==> src/rtl/regfile_wr_arbiter.sv <==
// Round-robin arbiter sharing the single write port of the 8x8 register file
// between the ALU writeback (A) and the load/immediate unit (B).
module regfile_wr_arbiter #(
    parameter logic PRI_INIT = 1'b0,
    parameter logic DROP_R0  = 1'b1
) (
    input  logic       clk,
    input  logic       rst_n,
    input  logic       hold,
    input  logic       req_a,
    input  logic [2:0] addr_a,
    input  logic [7:0] data_a,
    output logic       gnt_a,
    input  logic       req_b,
    input  logic [2:0] addr_b,
    input  logic [7:0] data_b,
    output logic       gnt_b,
    output logic       we,
    output logic [2:0] wa,
    output logic [7:0] wd,
    output logic [7:0] pend,
    output logic       last_src
);

    typedef enum logic {
        SRC_A = 1'b0,
        SRC_B = 1'b1
    } src_e;

    logic       pri;
    logic       xfer_a;
    logic       xfer_b;
    logic       xfer;
    logic       contention;
    src_e       win_src;
    logic [2:0] win_addr;
    logic [7:0] win_data;

    // NOTE: every signal written in always_comb gets a default first, so no latch is inferred.
    always_comb begin
        gnt_a = 1'b0;
        gnt_b = 1'b0;
        if (rst_n && !hold) begin
            gnt_a = req_a && (!req_b || !pri);
            gnt_b = req_b && (!req_a ||  pri);
        end
    end

    assign xfer_a     = req_a & gnt_a;
    assign xfer_b     = req_b & gnt_b;
    assign xfer       = xfer_a | xfer_b;
    assign contention = req_a & req_b;

    always_comb begin
        win_src  = SRC_A;
        win_addr = addr_a;
        win_data = data_a;
        if (xfer_b) begin
            win_src  = SRC_B;
            win_addr = addr_b;
            win_data = data_b;
        end
    end

    // NOTE: sequential state uses non-blocking assignments so all registers update together.
    always_ff @(posedge clk or negedge rst_n) begin
        if (!rst_n) begin
            pri      <= PRI_INIT;
            we       <= 1'b0;
            wa       <= 3'd0;
            wd       <= 8'd0;
            last_src <= 1'b0;
        end else begin
            if (xfer) begin
                wa       <= win_addr;
                wd       <= win_data;
                last_src <= win_src;
                we       <= !(DROP_R0 && (win_addr == 3'd0));
            end else begin
                we <= 1'b0;
            end
            // Pointer only moves when both contended; single-requester grants leave it alone.
            if (contention && xfer) begin
                pri <= xfer_a;
            end
        end
    end

    always_comb begin
        pend = 8'd0;
        if (we) begin
            pend[wa] = 1'b1;
        end
    end

endmodule
==> config.mk <==
export PLATFORM = sky130hd
export DESIGN_NAME = regfile_wr_arbiter
export DESIGN_NICKNAME = d
export VERILOG_FILES = /design/src/rtl/regfile_wr_arbiter.sv
export SDC_FILE = /design/constraint.sdc
export NUM_CORES = 1
export LEC_CHECK = 0
export ABC_AREA = 1
export BUFFER_PORTS_ARGS = -buffer_cell sky130_fd_sc_hd__buf_2
export CORE_MARGIN = 5
export CORE_UTILIZATION = 44
export DETAILED_ROUTE_END_ITERATION = 8
export PLACE_DENSITY_LB_ADDON = 0.05
export REMOVE_ABC_BUFFERS = 1
export SLEW_MARGIN = 20
export SYNTH_ARGS = -nofsm -noshare
export SYNTH_HDL_FRONTEND = slang
export SYNTH_SLANG_ARGS = --single-unit
==> constraint.sdc <==
create_clock -name clk -period 2.2 [get_ports clk]
set_clock_uncertainty 0.15 [all_clocks]
set_input_delay 0.44 -clock clk [delete_from_list [all_inputs] [get_ports clk]]
set_output_delay 0.44 -clock clk [all_outputs]
set_load 0.02 [all_outputs]
* Word level (Yosys, flattened, before mapping)
Index checks and enable logic that the tools add are counted.
Operators by class: $lt $le $gt $ge 2, muxes and demuxes 9, bitwise logic cells 4, reductions and logical operators 13
Operator list (number):
- two-way mux 8 bit | 2
- logical AND 1 bit | 5
- logical NOT 1 bit | 5
- two-way mux 1 bit | 5
- less-than comparator 3 x 4 -> 1 bit, second input constant | 1
- bitwise AND 1 bit | 3
- demux 1 bit (select 3 bit) | 1
- >= comparator 3 x 1 -> 1 bit, second input constant | 1
- logical NOT 3 bit | 1
- two-way mux 3 bit | 1
- logical OR 1 bit | 2
- bitwise OR 1 bit | 1
Storage, ports and cells: bits of input ports 27, bits in registers 14

* Depth between registers and ports, before layout
Gate-level depths: netlist of the first run.
word-level depth 9, depth in mapped cells 8, gate-level depth less buffers 8

* Least setup slack after synthesis of the first run
Ideal clock, no wire load.
path type input port to output port, from in rst_n, to out gnt_b, stages on the path 5, slack 0.572 ns, arrival time 1.038 ns, required time 1.610 ns, path through inv_1 > nor2_4 > nand3_2 > buf_2 > inv_1
Between the ends: word-level cells in the longest chain between the ends 2
RTL lines:
- start, declared | RTL line 8 | input logic rst_n,
- logical AND 1 bit | RTL line 43 | if (rst_n && !hold) begin
- two-way mux 1 bit | RTL line 43
- end, declared | RTL line 17 | output logic gnt_b,
Every way passes these cells.

* Final worst setup path of the first run
from reg pri, to out gnt_b
Between the ends: word-level cells in the longest chain between the ends 3
RTL lines:
- start, declared | RTL line 30 | logic pri;
- start signal, assigned | RTL line 84 | pri <= xfer_a;
- logical OR 1 bit | RTL line 45 | gnt_b = req_b && (!req_a || pri);
- logical AND 1 bit | RTL line 45
- two-way mux 1 bit | RTL line 43
Every way passes these cells.

==> flow_summary.toml, run 1 <==
[global_routing]
globalRouteOverflowTotal = 0
grt_pass1_vias = 800
grt_max_degree = 25
grt_pass1_wl_um = 3153
grt.total_usage = 0.1545
antenna_found_initial = 0

[timing]
fmax_mhz = 575.3
finalSetupViolCount = 0
fin_tns_setup_ns = 0
slew_headroom = 0.8490
rsz0062_at_grt = "false"
min_period_over_period = 0.7901
hold_violations = 0
worst_slew_pin_slew_ns = 0.2265
final_max_slew_viol_count = 0
finalWorstPathRequiredPeriod_ns = 1.738

[placed_design]
dp_hpwl_um = 1519
place.gp.congestion = 0.7686
port_buffers = 49

[clock_tree]
cts_root_buffer = "clkbuf_4"
numCtsBuffers = 3
cts_tree = "yes"
clock-sinks = 14
htree_levels = 1
ctsHoldBuffers = 1
clockBufferDepth = 2
post_cts_resized = 0
clkTransAtPathRegs_ns = 0.09
cts_setup_buffers = 0
clkLatencyLatePin_ns = 0.28

[yosys]
synthTopCellsByCount = "nand2_1 (37), inv_1 (20), dfrtp_1 (14)"
synth-seq-area-share = 0.4480
syn_area_um2 = 782.0
yosys_warnings = 0
avgSynthCellArea_um2 = 7.045
netlist.area_leader.share = 0.4480
syn_inst = 111
synth-edff-count = 0
synthArstFlopShare = 1.000
synth_seq_cells = 14
yosysTopAreaCell = "dfrtp_1"
synth.distinct_cells = 15
yosysMostFrequentCell = "nand2_1"
synth-main-ff-cell = "dfrtp_1"
synth.area.top_cells = "dfrtp_1 (45%), nand2_1 (18%), inv_1 (9.6%), a21oi_1 (6.4%), o21ai_0 (5.8%)"

[final_layout]
nFillCells = 162
utilization = 0.6447
area_delta_synth_final_pct = 40.80
diodes = 0
drive_gt1_frac = 0.3598
nets = 192

[critical_path]
worstSetupPathType = "register to output pin"
slowest_stage = "dfrtp_1"
arrival_ns = 1.15
cp_num_buf_inv = 3
required_ns = 1.61
critPathLaunchType = "register"
end_kind = "output pin"
worstPathCellList = "inv_1 -> nand2_1 -> nand3_2 -> inv_1 -> buf_2"
ff2ff_path_depth = 9
path_depth = 5
slowest_delay_ns = 0.39
path_max_fanout = 3
cpLargestDelayFamily = "flip-flops"
critPathMostFrequentCell = "inv_1"

[power]
ir_worst_vdd_mv = 0.3875
leakagePower_uw = 0.0007008
power_density_nw_per_um2 = 711.5

[status]
status = "complete, no violations"

[floorplan]
ios = 50
fp.dieW_um = 52.16
fp.dieH_um = 52.16
rows = 15
core_um2 = 1708
dieArea_um2 = 2720
initial_utilization = 0.4579

[job]
maxCapViolCount = 0

[route]
drt-wirelength-per-cell_um = 10.74
num_vias = 864
first_pass_iters = 5
ant_nets = 0
drc = 0
dr.first_iter.drc_count = 4
post_drt_via_cell_ratio = 4.571
drt_wl_total_um = 2030

[hold_path]
hold_class = "input pin to register"
min_delay_path_depth = 3
worst reg2reg max path, cell delays in order, from the launching register on:
cell and delay (ns):
dfrtp_1 0.39, inv_1 0.10, nand2_1 0.10, nand3_2 0.09
buf_4 0.22, nand2_1 0.07, nand2_1 0.08, nand2_1 0.05
nand2_1 0.05, nand2_1 0.04
per-stage QoR:
step	power [µW]	instances	cell area [µm²]	setup slack, ns	hold slack, ns
after global routing	833.7	189	1101	0.3818	0.2203
after CTS	790.1	189	1101	0.4543	0.2122
after floorplan	490.6	107	755.7	0.5063	-0.005591
after global placement	587.3	184	1055	0.5387	0.2686
final	783.4	189	1101	0.4617	0.2181
after detailed placement	596.1	184	1055	0.4997	0.2682
kinds of logic after synthesis:
kind of cell / after synthesis / share of synthesized area
compound gates: 22 / 0.1456
xor+xnor: 1 / 0.01120
buf+inv: 24 / 0.1296
flops: 14 / 0.4480
simple gates: 50 / 0.2656
metal layers:
metal / vias up / track usage / share of wire
met4: 0 / 0.06383 / 0.0049
met5: - / 0 / 0
met1: 386 / 0.1736 / 0.41
li1: 447 / - / -
met2: 29 / 0.2824 / 0.49
met3: 2 / 0.02865 / 0.088
registers in the layout (all words and copies together), names as in the netlist:
register  flops
last_src      1
pri           1
wa            3
wd            8
we            1
final cells by class:
type                       count  area, µm²  area share
timing repair buffer          53      277.8      0.2523
tap                           25      31.28     0.02841
clock buffer                   4      36.28     0.03295
multi-input combinational     73      330.3      0.3000
inverter                      20      75.07     0.06818
sequential                    14      350.3      0.3182
placed cells by master (no fill, tap or decap), drive strengths merged:
master	synthesis	routed
buf	4	52
dfrtp	14	14
a21oi	10	10
nand3	2	2
nor2	9	9
inv	20	20
clkbuf	0	4
nand2	37	37
nand4	2	2
dlygate4sd3	0	1
xor2	1	1
o21ai	12	12
power breakdown:
group | total (µW) | switching [µW] | internal (µW) | leakage [µW]
clock network | 192 | 91.3 | 101 | 0.0000210
registers | 336 | 30.2 | 305 | 0.000173
logic | 256 | 165 | 90.8 | 0.000507
final timing paths:
kind	from	endpoint	slack (ns)
max reg2reg	pri$_DFFE_PN0P_	we$_DFF_PN0_	0.75
max in group asynchronous	rst_n	wd[4]$_DFFE_PN0P_	1.22
min	data_b[3]	wd[3]$_DFFE_PN0P_	0.22
min in group asynchronous	rst_n	wa[2]$_DFFE_PN0P_	0.50
min reg2reg	last_src$_DFFE_PN0P_	last_src$_DFFE_PN0P_	0.33
max	pri$_DFFE_PN0P_	gnt_b	0.46
Note: power is estimated with default switching activity, not from simulation.
==> run 2, diff against run 1 <==
- CORE_UTILIZATION: 44 -> 41
- clock period: 2.2 -> 1.6 ns (I/O delays scaled with it)
==> flow_summary.toml, run 2 (synthesized netlist as in run 1, its figures left out) <==
[timing]
timing.hold.ws_ns = 0.1161
hold_violations = 0
slew_headroom = 0.8753
min_period_over_period = 1.010
finalWorstPathRequiredPeriod_ns = 1.616
fin_ws_ns = -0.01572
fin_tns_setup_ns = -0.02086
worst_slew_pin_slew_ns = 0.1866
finalSetupViolCount = 2
fmax_mhz = 618.9
final_max_slew_viol_count = 0
rsz0062_at_grt = "true"

[clock_tree]
clkTransAtPathRegs_ns = 0.09
cts_root_buffer = "clkbuf_4"
clockBufferDepth = 2
clkLatencyLatePin_ns = 0.27
clock-sinks = 14
cts_tree = "yes"
htree_levels = 1
numCtsBuffers = 3

[floorplan]
initial_utilization = 0.4433
fp.dieW_um = 53.67
core_um2 = 1764
rows = 15
fp.dieH_um = 53.67
ios = 50
dieArea_um2 = 2880

[critical_path]
worst_r2r_startpoint = "pri$_DFFE_PN0P_"
path_max_fanout = 4
required_ns = 1.13
startpoint = "wa[2]$_DFFE_PN0P_"
end_kind = "output pin"
worstSetupPathType = "register to output pin"
rrSetupSlack_ns = 0.16
critPathLaunchType = "register"
arrival_ns = 1.15

[placed_design]
port_buffers = 49
place.gp.congestion = 0.7592
place_area_um2 = 1062
dp_hpwl_um = 1628

[power]
ir_worst_vdd_mv = 0.8757
leakagePower_uw = 0.0007303
power_density_nw_per_um2 = 928.1

[route]
dr.first_iter.drc_count = 21
ant_nets = 0
drc = 0
first_pass_iters = 5
drt-wirelength-per-cell_um = 11.22
drt_wl_total_um = 2165
post_drt_via_cell_ratio = 4.565
num_vias = 881

[global_routing]
antenna_found_initial = 0
grt_max_degree = 17
grt_pass1_wl_um = 3512
globalRouteOverflowTotal = 0
grt_pass1_vias = 867
grt.total_usage = 0.1634

[hold_path]
min_from = "data_b[3]"
hold_class = "input pin to register"

[job]
maxCapViolCount = 0

[final_layout]
final_common_cell = "buf_2"
largest_reg_flops = 8
drive_gt1_frac = 0.4821
nets = 196
diodes = 0
area_delta_synth_final_pct = 57.44
final_area_um2 = 1231
largest_register = "wd"
largest_registers = "wd x8, wa x3"
final_cell_mix = "buf_2 (40), nand2_1 (31), inv_1 (16)"

[status]
violations = "setup timing"
status = "finished, violations left"
## run 2: cell count changes in the layout (fill, tap and decap cells not counted), moves of 5 or more
cell / change
nand2_1: -6
buf_4: +7
nor2_2: +5
nor2_1: -6
buf_2: -9
buf_6: +6
## run 2: metal layers
metal  part of all wire  up-vias  routed length (µm)  track usage
met3              0.082        6                 178      0.03324
met1               0.40      377                 876       0.1862
met4              0.015        0                  32      0.06809
met5                  0        -                   0            0
li1                   -      459                   -            -
met2               0.50       39                1076       0.2923
## run 2: power by group
group	total, µW	switching (µW)	internal [µW]
logic	422	261	161
clock network	249	111	138
registers	472	50.0	422
## run 2: path summary, 6_finish.rpt
| check | end | depth (start not counted) |
|---|---|---|
| setup / recovery | pend[3] | 4 |
| max in group asynchronous | wa[2]$_DFFE_PN0P_ | 3 |
| hold reg to reg | wd[0]$_DFFE_PN0P_ | 2 |
| hold / removal | wd[3]$_DFFE_PN0P_ | 3 |
| min in group asynchronous | pri$_DFFE_PN0P_ | 3 |
| setup reg to reg | wd[6]$_DFFE_PN0P_ | 8 |
## run 2: final cells by class
cell class	instances	area, µm²
repair buffers	57	352.8
fillers	172	533.0
multi-input cells	73	382.9
inverters	20	75.07
well taps	25	31.28
clock buffers	4	36.28
flip-flops and latches	14	352.8
## run 2: timing repair
action,4_1_cts,5_1_grt
pin swaps,1,5
hold buffers,1,0
endpoints found under the hold margin,14,0
buffers inserted,3,0
gates resized for setup,5,32
endpoints found under the setup margin,4,9
## run 2: critical path, cell delays in order (launching register included)
cell     delay [ns]
dfrtp_2        0.44
inv_2          0.08
nand2_2        0.08
nor2_2         0.14
buf_6          0.13
## run 2: stage by stage
stage,total power [µW],cells,util,setup slack (ns)
CTS,1108,193,0.6496,0.01226
detailed placement,821.7,185,0.6021,0.08503
global route,1230,193,0.6979,-0.07251
finish,1143,193,0.6979,-0.01572
global placement,810.8,185,0.6021,0.1425
floorplan,674.4,107,-,0.1463
